[src/rtl/frame_timing_pkg.sv]
// Shared constants for the frame/slot/symbol timing block: sync-state codes,
// index widths, frame-number wrap and symbol-length clamping.
package frame_timing_pkg;

    localparam logic [1:0] ST_IDLE = 2'd0;
    localparam logic [1:0] ST_RUN  = 2'd1;
    localparam logic [1:0] ST_HOLD = 2'd2;

    localparam int SLOT_W  = 5;
    localparam int SYM_W   = 4;
    localparam int SFN_W   = 10;
    localparam int SFN_MAX = 1023;

    // A zero-length symbol would never reach its end count; run it as one clock.
    function automatic int unsigned len_clamp(input int unsigned len);
        return (len == 0) ? 1 : len;
    endfunction

endpackage

[src/rtl/frame_sym_counter.sv]
// Clock/symbol/slot counter chain with frame-latched symbol lengths.
// Flags the last clock of the frame and registers the boundary strobes.
module frame_sym_counter
    import frame_timing_pkg::*;
#(
    parameter int SLOT_NUM = 20,
    parameter int SYM_NUM  = 14,
    parameter int LEN_W    = 16
) (
    input  logic              clk,
    input  logic              rst_n,
    input  logic              restart,
    input  logic              enable,
    input  logic [LEN_W-1:0]  sym_len_long,
    input  logic [LEN_W-1:0]  sym_len_norm,
    output logic              wrap,
    output logic              frame_start,
    output logic              slot_start,
    output logic              sym_start,
    output logic [SLOT_W-1:0] slot_idx,
    output logic [SYM_W-1:0]  sym_idx
);

    logic [LEN_W-1:0] clk_cnt;
    logic [LEN_W-1:0] long_sh;
    logic [LEN_W-1:0] norm_sh;
    logic [LEN_W-1:0] cur_len;
    logic             sym_end;
    logic             slot_end;

    // NOTE: every always_comb output is assigned unconditionally, so no latch can be inferred.
    always_comb begin
        cur_len  = (sym_idx == '0) ? long_sh : norm_sh;
        sym_end  = (clk_cnt == cur_len - LEN_W'(1));
        slot_end = sym_end && (sym_idx == SYM_W'(SYM_NUM - 1));
        wrap     = slot_end && (slot_idx == SLOT_W'(SLOT_NUM - 1));
    end

    // NOTE: state registers use non-blocking assignments so all flops update together at the edge.
    always_ff @(posedge clk) begin
        if (!rst_n) begin
            clk_cnt     <= '0;
            sym_idx     <= '0;
            slot_idx    <= '0;
            long_sh     <= LEN_W'(1);
            norm_sh     <= LEN_W'(1);
            frame_start <= 1'b0;
            slot_start  <= 1'b0;
            sym_start   <= 1'b0;
        end else if (restart || (enable && wrap)) begin
            // Every frame start, forced or natural, picks up the current length config.
            clk_cnt     <= '0;
            sym_idx     <= '0;
            slot_idx    <= '0;
            long_sh     <= LEN_W'(len_clamp(32'(sym_len_long)));
            norm_sh     <= LEN_W'(len_clamp(32'(sym_len_norm)));
            frame_start <= 1'b1;
            slot_start  <= 1'b1;
            sym_start   <= 1'b1;
        end else if (enable) begin
            frame_start <= 1'b0;
            slot_start  <= slot_end;
            sym_start   <= sym_end;
            if (sym_end) begin
                clk_cnt <= '0;
                if (slot_end) begin
                    sym_idx  <= '0;
                    slot_idx <= slot_idx + SLOT_W'(1);
                end else begin
                    sym_idx <= sym_idx + SYM_W'(1);
                end
            end else begin
                clk_cnt <= clk_cnt + LEN_W'(1);
            end
        end else begin
            clk_cnt     <= '0;
            sym_idx     <= '0;
            slot_idx    <= '0;
            frame_start <= 1'b0;
            slot_start  <= 1'b0;
            sym_start   <= 1'b0;
        end
    end

endmodule

[src/rtl/frame_slot_scheduler.sv]
// Frame timing scheduler: lock FSM (IDLE/RUN/HOLDOVER), miss counting and
// frame numbering on top of the symbol/slot counter chain.
module frame_slot_scheduler
    import frame_timing_pkg::*;
#(
    parameter int SLOT_NUM = 20,
    parameter int SYM_NUM  = 14,
    parameter int LEN_W    = 16
) (
    input  logic              clk,
    input  logic              rst_n,
    input  logic              i_frame_head,
    input  logic [LEN_W-1:0]  i_sym_len_long,
    input  logic [LEN_W-1:0]  i_sym_len_norm,
    input  logic [3:0]        i_max_miss,
    output logic              o_frame_start,
    output logic              o_slot_start,
    output logic              o_sym_start,
    output logic [SLOT_W-1:0] o_slot_idx,
    output logic [SYM_W-1:0]  o_sym_idx,
    output logic [SFN_W-1:0]  o_frame_num,
    output logic [1:0]        o_sync_state,
    output logic              o_timing_valid,
    output logic              o_resync
);

    logic [1:0] state;
    logic [1:0] state_nx;
    logic [3:0] miss_cnt;
    logic [3:0] miss_nx;
    logic       restart;
    logic       resync_nx;
    logic       wrap;

    always_comb begin
        state_nx  = state;
        miss_nx   = miss_cnt;
        restart   = 1'b0;
        resync_nx = 1'b0;
        case (state)
            ST_RUN, ST_HOLD: begin
                if (i_frame_head) begin
                    // A head on the wrap cycle is aligned; anywhere else it re-anchors the frame.
                    state_nx  = ST_RUN;
                    miss_nx   = '0;
                    restart   = !wrap;
                    resync_nx = !wrap;
                end else if (wrap) begin
                    miss_nx = miss_cnt + 4'd1;
                    if ((state == ST_RUN) ? (i_max_miss == '0) : (miss_nx >= i_max_miss)) begin
                        state_nx = ST_IDLE;
                        miss_nx  = '0;
                    end else begin
                        state_nx = ST_HOLD;
                    end
                end
            end
            default: begin
                if (i_frame_head) begin
                    state_nx = ST_RUN;
                    miss_nx  = '0;
                    restart  = 1'b1;
                end
            end
        endcase
    end

    frame_sym_counter #(
        .SLOT_NUM (SLOT_NUM),
        .SYM_NUM  (SYM_NUM),
        .LEN_W    (LEN_W)
    ) u_counter (
        .clk          (clk),
        .rst_n        (rst_n),
        .restart      (restart),
        .enable       (state_nx != ST_IDLE),
        .sym_len_long (i_sym_len_long),
        .sym_len_norm (i_sym_len_norm),
        .wrap         (wrap),
        .frame_start  (o_frame_start),
        .slot_start   (o_slot_start),
        .sym_start    (o_sym_start),
        .slot_idx     (o_slot_idx),
        .sym_idx      (o_sym_idx)
    );

    always_ff @(posedge clk) begin
        if (!rst_n) begin
            state          <= ST_IDLE;
            miss_cnt       <= '0;
            o_frame_num    <= '0;
            o_timing_valid <= 1'b0;
            o_resync       <= 1'b0;
        end else begin
            state          <= state_nx;
            miss_cnt       <= miss_nx;
            o_timing_valid <= (state_nx != ST_IDLE);
            o_resync       <= resync_nx;
            // Only a head seen while locked advances the number; holdover wraps hold it.
            if (state == ST_IDLE || state_nx == ST_IDLE) begin
                o_frame_num <= '0;
            end else if (i_frame_head) begin
                o_frame_num <= (o_frame_num == SFN_W'(SFN_MAX)) ? '0 : o_frame_num + SFN_W'(1);
            end
        end
    end

    assign o_sync_state = state;

endmodule

[config.mk]
export PLATFORM = sky130hd
export DESIGN_NAME = frame_slot_scheduler
export DESIGN_NICKNAME = d
export VERILOG_FILES = /design/src/rtl/frame_timing_pkg.sv /design/src/rtl/frame_sym_counter.sv /design/src/rtl/frame_slot_scheduler.sv
export SDC_FILE = /design/constraint.sdc
export NUM_CORES = 1
export LEC_CHECK = 0
export ABC_CLOCK_PERIOD_IN_PS = 9500
export CAP_MARGIN = 15
export CORE_MARGIN = 4
export CORE_UTILIZATION = 50
export CTS_CLUSTER_DIAMETER = 120
export CTS_CLUSTER_SIZE = 40
export DETAILED_ROUTE_END_ITERATION = 8
export PLACE_DENSITY_LB_ADDON = 0.1
export SYNTH_ARGS = -nofsm -noshare
export SYNTH_HDL_FRONTEND = slang
export SYNTH_SLANG_ARGS = --single-unit
[constraint.sdc]
create_clock -name clk -period 9.5 [get_ports clk]
set_input_delay 1.9 -clock clk [delete_from_list [all_inputs] [get_ports clk]]
set_output_delay 1.9 -clock clk [all_outputs]
set_load 0.1 [all_outputs]
==> results of run 1 <==
## layer usage
layer	GRT usage, %	up-vias	share of wire, %
met5	0	-	0
met4	7.123	0	1.1
met3	3.172	9	4.6
met2	33.13	88	48
met1	27.12	1837	47
li1	-	2010	-
## path summary, 6_finish.rpt
check                                             end  depth (start not counted)                   from
worst max-delay path             u_counter.long_sh[1]                         13   u_counter.sym_idx[0]
worst min-delay path            u_counter.norm_sh[15]                          2  u_counter.norm_sh[15]
worst max register to register   u_counter.long_sh[1]                         13   u_counter.sym_idx[0]
worst min register to register  u_counter.norm_sh[15]                          2  u_counter.norm_sh[15]
## sequential cells by signal, summed over array words and instances, names as in the netlist, 2 cells and up
signal	flops
miss_cnt	4
o_frame_num	10
o_sync_state	2
u_counter.clk_cnt	16
u_counter.long_sh	16
u_counter.norm_sh	16
u_counter.slot_idx	5
u_counter.sym_idx	4
## final cells by class
class                           instances  area [µm²]  share of cell area [%]
Sequential cell                        78        1562                   28.95
Tap cell                              108       135.1                   2.505
Clock buffer                           10       137.6                   2.552
Clock inverter                          5       36.28                  0.6727
Timing Repair Buffer                   67       658.1                   12.20
Multi-Input combinational cell        424        2824                   52.35
Inverter                               11       41.29                  0.7655
## metrics by stage
stage | setup WS (ns) | total power, µW
floorplan | 4.800 | 454.5
global placement | 4.615 | 496.2
detailed placement | 4.387 | 497.7
CTS | 4.346 | 719.1
global route | 3.989 | 748.4
finish | 4.373 | 712.8
## cells in the mapped netlist (2+ instances only)
cell and n:
and3_1 10, o31ai_1 3, or3b_1 2, o21ai_0 15
a31oi_1 3, dfxtp_1 78, nor4_2 2, a211oi_2 7
o2bb2ai_1 2, nand4b_1 2, nand3_1 19, clkbuf_1 18
xnor2_1 27, nor2b_1 2, nor2_1 37, a211oi_1 5
or4b_2 2, buf_1 2, ha_1 14, mux2i_1 47
or4_1 2, inv_1 11, nand4_1 13, o21a_1 2
xor2_1 25, nor3_1 25, a41oi_1 2, and2_1 2
buf_4 4, nand2_1 92, mux2_2 5, and4_1 2
a21oi_1 7, or3_1 10, nand2b_1 8, nor4_1 11
buf_2 6
## worst max-delay path, stage by stage, from the launching register on
cell and delay [ns]:
dfxtp_1 0.44, inv_1 0.07, ha_1 0.20, or3b_4 0.52, mux2i_1 0.44, ha_1 0.34
inv_1 0.12, a21oi_1 0.26, xor2_1 0.12, or4b_2 0.68, nor4_2 0.78, o22a_2 0.25
buf_4 0.51, mux2i_1 0.26
## cells by family after synthesis
kind of cell,after synthesis
muxes,52
AOI/OAI and AO/OA,58
DFF,78
adders and majority gates,14
buffers and inverters,42
and+or+nand+nor,248
xor gates and xnor gates,52
## power by group
part	total [µW]	internal, µW	leakage [µW]	switching (µW)
Combinational	140	57.9	0.00123	81.7
Clock	223	100	0.0000804	123
Sequential	350	338	0.000635	12.7
==> flow_metrics.tcl, run 1 <==
set metrics [dict create \
    outcome "finished clean" \
    layout_commonest_cell "nand2_1" \
    die-area_um2 10740 \
    design.core.area_um2 8806 \
    yosysWarnings 0 \
    dp_hpwl_um 8293 \
    dp_cells 688 \
    initial_core_util_pct 51.92 \
    portBuffers 64 \
    reg2reg_setup_slack_ns 4.37 \
    worstSetupPathType "reg2reg" \
    yosysTopAreaCell "dfxtp_1" \
    grt_pass1_wl_um 18300 \
    cts_tree "built" \
    drv_cap 0 \
    rows 34 \
    worstSetupStartpointType "flop" \
    crit_path_end_kind "flop" \
    worstSkewPairLatency_ns 0.35 \
    netlist_instances 544 \
    yosysSeqAreaShare_pct 34.15 \
    setup_viol 0 \
    n_antenna_cell 0 \
    synth_area_per_cell_um2 8.404 \
    min_period_ns 5.127 \
    gp_congestion 0.9016 \
    viasPerCell 5.610 \
    muxShareOfSynthArea_pct 11.52 \
    timing.hold.ws_ns 0.4686 \
    cts_resized 0 \
    drive_gt1_share_pct 6.723 \
    postCtsHoldBufs 0 \
    areaGrowthSynthToFinish_pct 17.98 \
    cp.required_ns 9.77 \
    vias 3944 \
    drv_slew 0 \
    hold_path_class "reg2reg" \
    synth_edf_count 0 \
    rsz0062_at_grt "false" \
    cts.sinks 78 \
    ant_nets 0 \
    cp.arrival_ns 5.39 \
    synth_top_area_share_pct 34.15 \
    syn-num-nets 597 \
    cts_buffers 9 \
    dpl_cell_area_um2 5220 \
    syn-cell-area_um2 4572 \
    htreeDepth 3 \
    fin_crit_sh_pct 53.97 \
    drtIter0Drc 122 \
    yosys-top-cells-area "dfxtp_1, mux2i_1, nand2_1" \
    die_w_um 103.6 \
    vdd_drop_max_mv 0.07077 \
    clockRootBuffer "clkbuf_8" \
    synth_compound_area_share_pct 9.469 \
    synthSimpleGateAreaFrac_pct 26.96 \
    async_reset_ff_share_pct 0 \
    drt_pass1_iterations 5 \
    max_freq_mhz 195.1 \
    grt_pass1_vias 3795 \
    clkSlewWorstSetupHoldPaths_ns 0.09 \
    drt-total-wl_um 10730 \
    antenna_found_initial 0 \
    fillers 826 \
    pin_count 65 \
    synthXorXnorAreaFrac_pct 9.962 \
    hold_violations 0 \
    leakagePower_uw 0.001940 \
    tightest_slew_ns 1.023 \
    fin_setup_tns_ns 0 \
    path_max_fanout 42 \
    grt_max_degree 73 \
    final_util_pct 61.25 \
    fin_nets 644 \
    clockBufferDepth 2 \
    grt-ovfl-total 0 \
    ys_ff_latch 78 \
    synthDistinctLibCells 57 \
    grt_use_total_pct 20.23 \
    final_cell_mix "nand2_1, dfxtp_1, clkdlybuf4s50_1, mux2i_1, nor2_1" \
    post-cts-setup-buffers 0 \
    relSlewSlack_pct 31.21 \
    yosys_most_used_dff "dfxtp_1" \
    synth_top_family_by_area "simple AND/OR/NAND/NOR gates" \
    wl_per_cell_um 15.26 \
    fin_cells 703 \
    die_h_um 103.6 \
    fin_skew_ns 0.01311 \
    finalInstanceArea_um2 5394 \
    synth-adder-area-share_pct 3.831 \
    drc 0 \
    power_density_nw_per_um2 132.2 \
]
Power figures use the tool's default switching activity.
==> run 2: changes to the inputs <==
ABC_CLOCK_PERIOD_IN_PS = 4510   (was 9500)
clock period = 4.51 ns   (was 9.5 ns; I/O delays follow)
==> run 2 against run 1 <==
Against the previous run:
- combinational power up 120%
- wire length is 0.62% higher
- flip-flop and latch count stayed put
- global-route usage fell by 0.12 points
- clock-buffer cell count up 1
==> flow_metrics.tcl, run 2 (synthesis results as in run 1) <==
set metrics [dict create \
    gp_congestion 0.8901 \
    grt_max_degree 71 \
    outcome "finished clean" \
    crit_chain "inv_1 -> ha_1 -> or3b_4 -> mux2i_1 -> ha_1 -> nand4_1 -> o21ai_1 -> xnor2_1 -> nand3_1 -> or4_4 -> or3_1 -> or3b_1 -> a211oi_2" \
    vias 3984 \
    n_antenna_cell 0 \
    worstSetupPathType "reg2reg" \
    postCtsHoldBufs 0 \
    clockRootBuffer "clkbuf_8" \
    cp.arrival_ns 4.40 \
    drc 0 \
    antenna_found_initial 0 \
    final_cell_mix "nand2_1, dfxtp_1, clkdlybuf4s50_1, mux2i_1, nor2_1" \
    die_h_um 103.6 \
    wl_per_cell_um 15.22 \
    dp_hpwl_um 8286 \
    viasPerCell 5.619 \
    htreeDepth 3 \
    cp_common_cell "ha_1" \
    die-area_um2 10740 \
    cp.buffers_inverters 1 \
    crit_start "u_counter.sym_idx[1]" \
    reg2reg_to "u_counter.sym_idx[1]" \
    reg2reg_from "u_counter.sym_idx[1]" \
    cts_buffers 9 \
    grt_pass1_vias 3850 \
    rsz0062_at_grt "false" \
    clkSlewWorstSetupHoldPaths_ns 0.07 \
    cts_resized 0 \
    fin_crit_sh_pct 91.79 \
    areaGrowthSynthToFinish_pct 20.42 \
    pin_count 65 \
    tightest_slew_ns 1.011 \
    drive_gt1_share_pct 7.987 \
    cts.sinks 78 \
    reg.largest.list "u_counter.clk_cnt: 16 flops, u_counter.long_sh: 16 flops, u_counter.norm_sh: 16 flops" \
    drt-total-wl_um 10790 \
    cp.required_ns 4.77 \
    ant_nets 0 \
    leakagePower_uw 0.002007 \
    die_w_um 103.6 \
    max_freq_mhz 241.6 \
    path_max_fanout 19 \
    critical-path-top-delay-family "simple AND/OR/NAND/NOR gates" \
    clockBufferDepth 2 \
    grt_use_total_pct 20.11 \
    drv_slew 0 \
    layout_commonest_cell "nand2_1" \
    grt-ovfl-total 0 \
    drt_pass1_iterations 4 \
    initial_core_util_pct 51.92 \
    design.core.area_um2 8806 \
    fin_setup_tns_ns 0 \
    relSlewSlack_pct 32.41 \
    worstSetupStartpointType "flop" \
    power_uw 1639 \
    worstSkewPairLatency_ns 0.35 \
    hold_path_class "reg2reg" \
    r2r_cells 13 \
    drv_cap 0 \
    reg2reg_setup_slack_ns 0.37 \
    portBuffers 64 \
    timing.hold.ws_ns 0.4850 \
    rows 34 \
    grt_pass1_wl_um 18280 \
    vdd_drop_max_mv 0.1470 \
    power_density_nw_per_um2 297.8 \
    crit_path_end_kind "flop" \
    min_period_ns 4.140 \
    slowest_stage "or3_1" \
    path_depth 13 \
    hold_violations 0 \
    endpoint "u_counter.sym_idx[1]" \
    cts_tree "built" \
    fin_nets 649 \
    cpPeakStageDelay_ns 0.59 \
    drtIter0Drc 175 \
    fin_skew_ns 0.01233 \
    post-cts-setup-buffers 0 \
    setup_viol 0 \
]
==> run 2: changes by cell type in the layout (fill, tap and decap cells not counted) <==
cell        delta
clkinvlp_4     -2
dfxtp_2        +2
buf_4          +4
clkbuf_8       +1
buf_12         +1
dfxtp_1        -2
bufinv_16      +2
==> run 2: worst reg2reg max path, stage by stage, from the launching register on <==
cell and delay (ns):
dfxtp_2 0.35, inv_1 0.09, ha_1 0.15, or3b_4 0.51, mux2i_1 0.26, ha_1 0.30
nand4_1 0.14, o21ai_1 0.19, xnor2_1 0.17, nand3_1 0.11, or4_4 0.53, or3_1 0.59
or3b_1 0.46, a211oi_2 0.21
==> run 2: through the flow <==
| stage | utilization [%] | setup WS, ns | cells | area (µm²) |
|---|---|---|---|---|
| finish | 62.52 | 0.3703 | 709 | 5505 |
| global placement | 59.88 | 0.5499 | 693 | 5273 |
| floorplan | - | 0.1119 | 544 | 4574 |
| CTS | 62.52 | 0.3993 | 709 | 5505 |
| global route | 62.52 | 0.02893 | 709 | 5505 |
| detailed placement | 59.88 | 0.4208 | 693 | 5273 |
==> run 2: layout make-up <==
cell class	instances	area, µm²
Clock buffer	11	151.4
Clock inverter	5	81.33
Fill cell	760	3301
Inverter	11	41.29
Multi-Input combinational cell	424	2824
Sequential cell	78	1564
Tap cell	108	135.1
Timing Repair Buffer	72	708.2
==> run 2: worst min path at each step <==
stage / end / from / slack [ns] / cells past startpoint
detailed placement: u_counter.norm_sh[15] / u_counter.norm_sh[15] / 0.47 / 2
global placement: u_counter.long_sh[14] / u_counter.long_sh[14] / 0.47 / 2
global route: u_counter.norm_sh[15] / u_counter.norm_sh[15] / 0.52 / 2
floorplan: u_counter.long_sh[15] / u_counter.long_sh[15] / 0.43 / 2
CTS: u_counter.long_sh[7] / u_counter.long_sh[7] / 0.49 / 2
finish: u_counter.long_sh[7] / u_counter.long_sh[7] / 0.48 / 2
==> run 2: layer usage <==
metal,wire length (µm),up-vias,global-route usage (%),part of all wire [%]
met4,155,0,6.553,1.4
li1,-,2019,-,-
met3,549,13,3.483,5.1
met1,4971,1862,26.74,46
met5,0,-,0,0
met2,5115,90,33.18,47
==> run 2: power by group <==
part           internal, µW  leakage [µW]  switching (µW)
logic                   128       0.00126             175
registers               711      0.000636            26.8
clock network           342      0.000116             257
==> run 3: changes to the inputs <==
SKIP_LAST_GASP = 1   (was default)
==> results of run 3 <==
No change in the layout: final DEF, timing and power equal those of run 2.
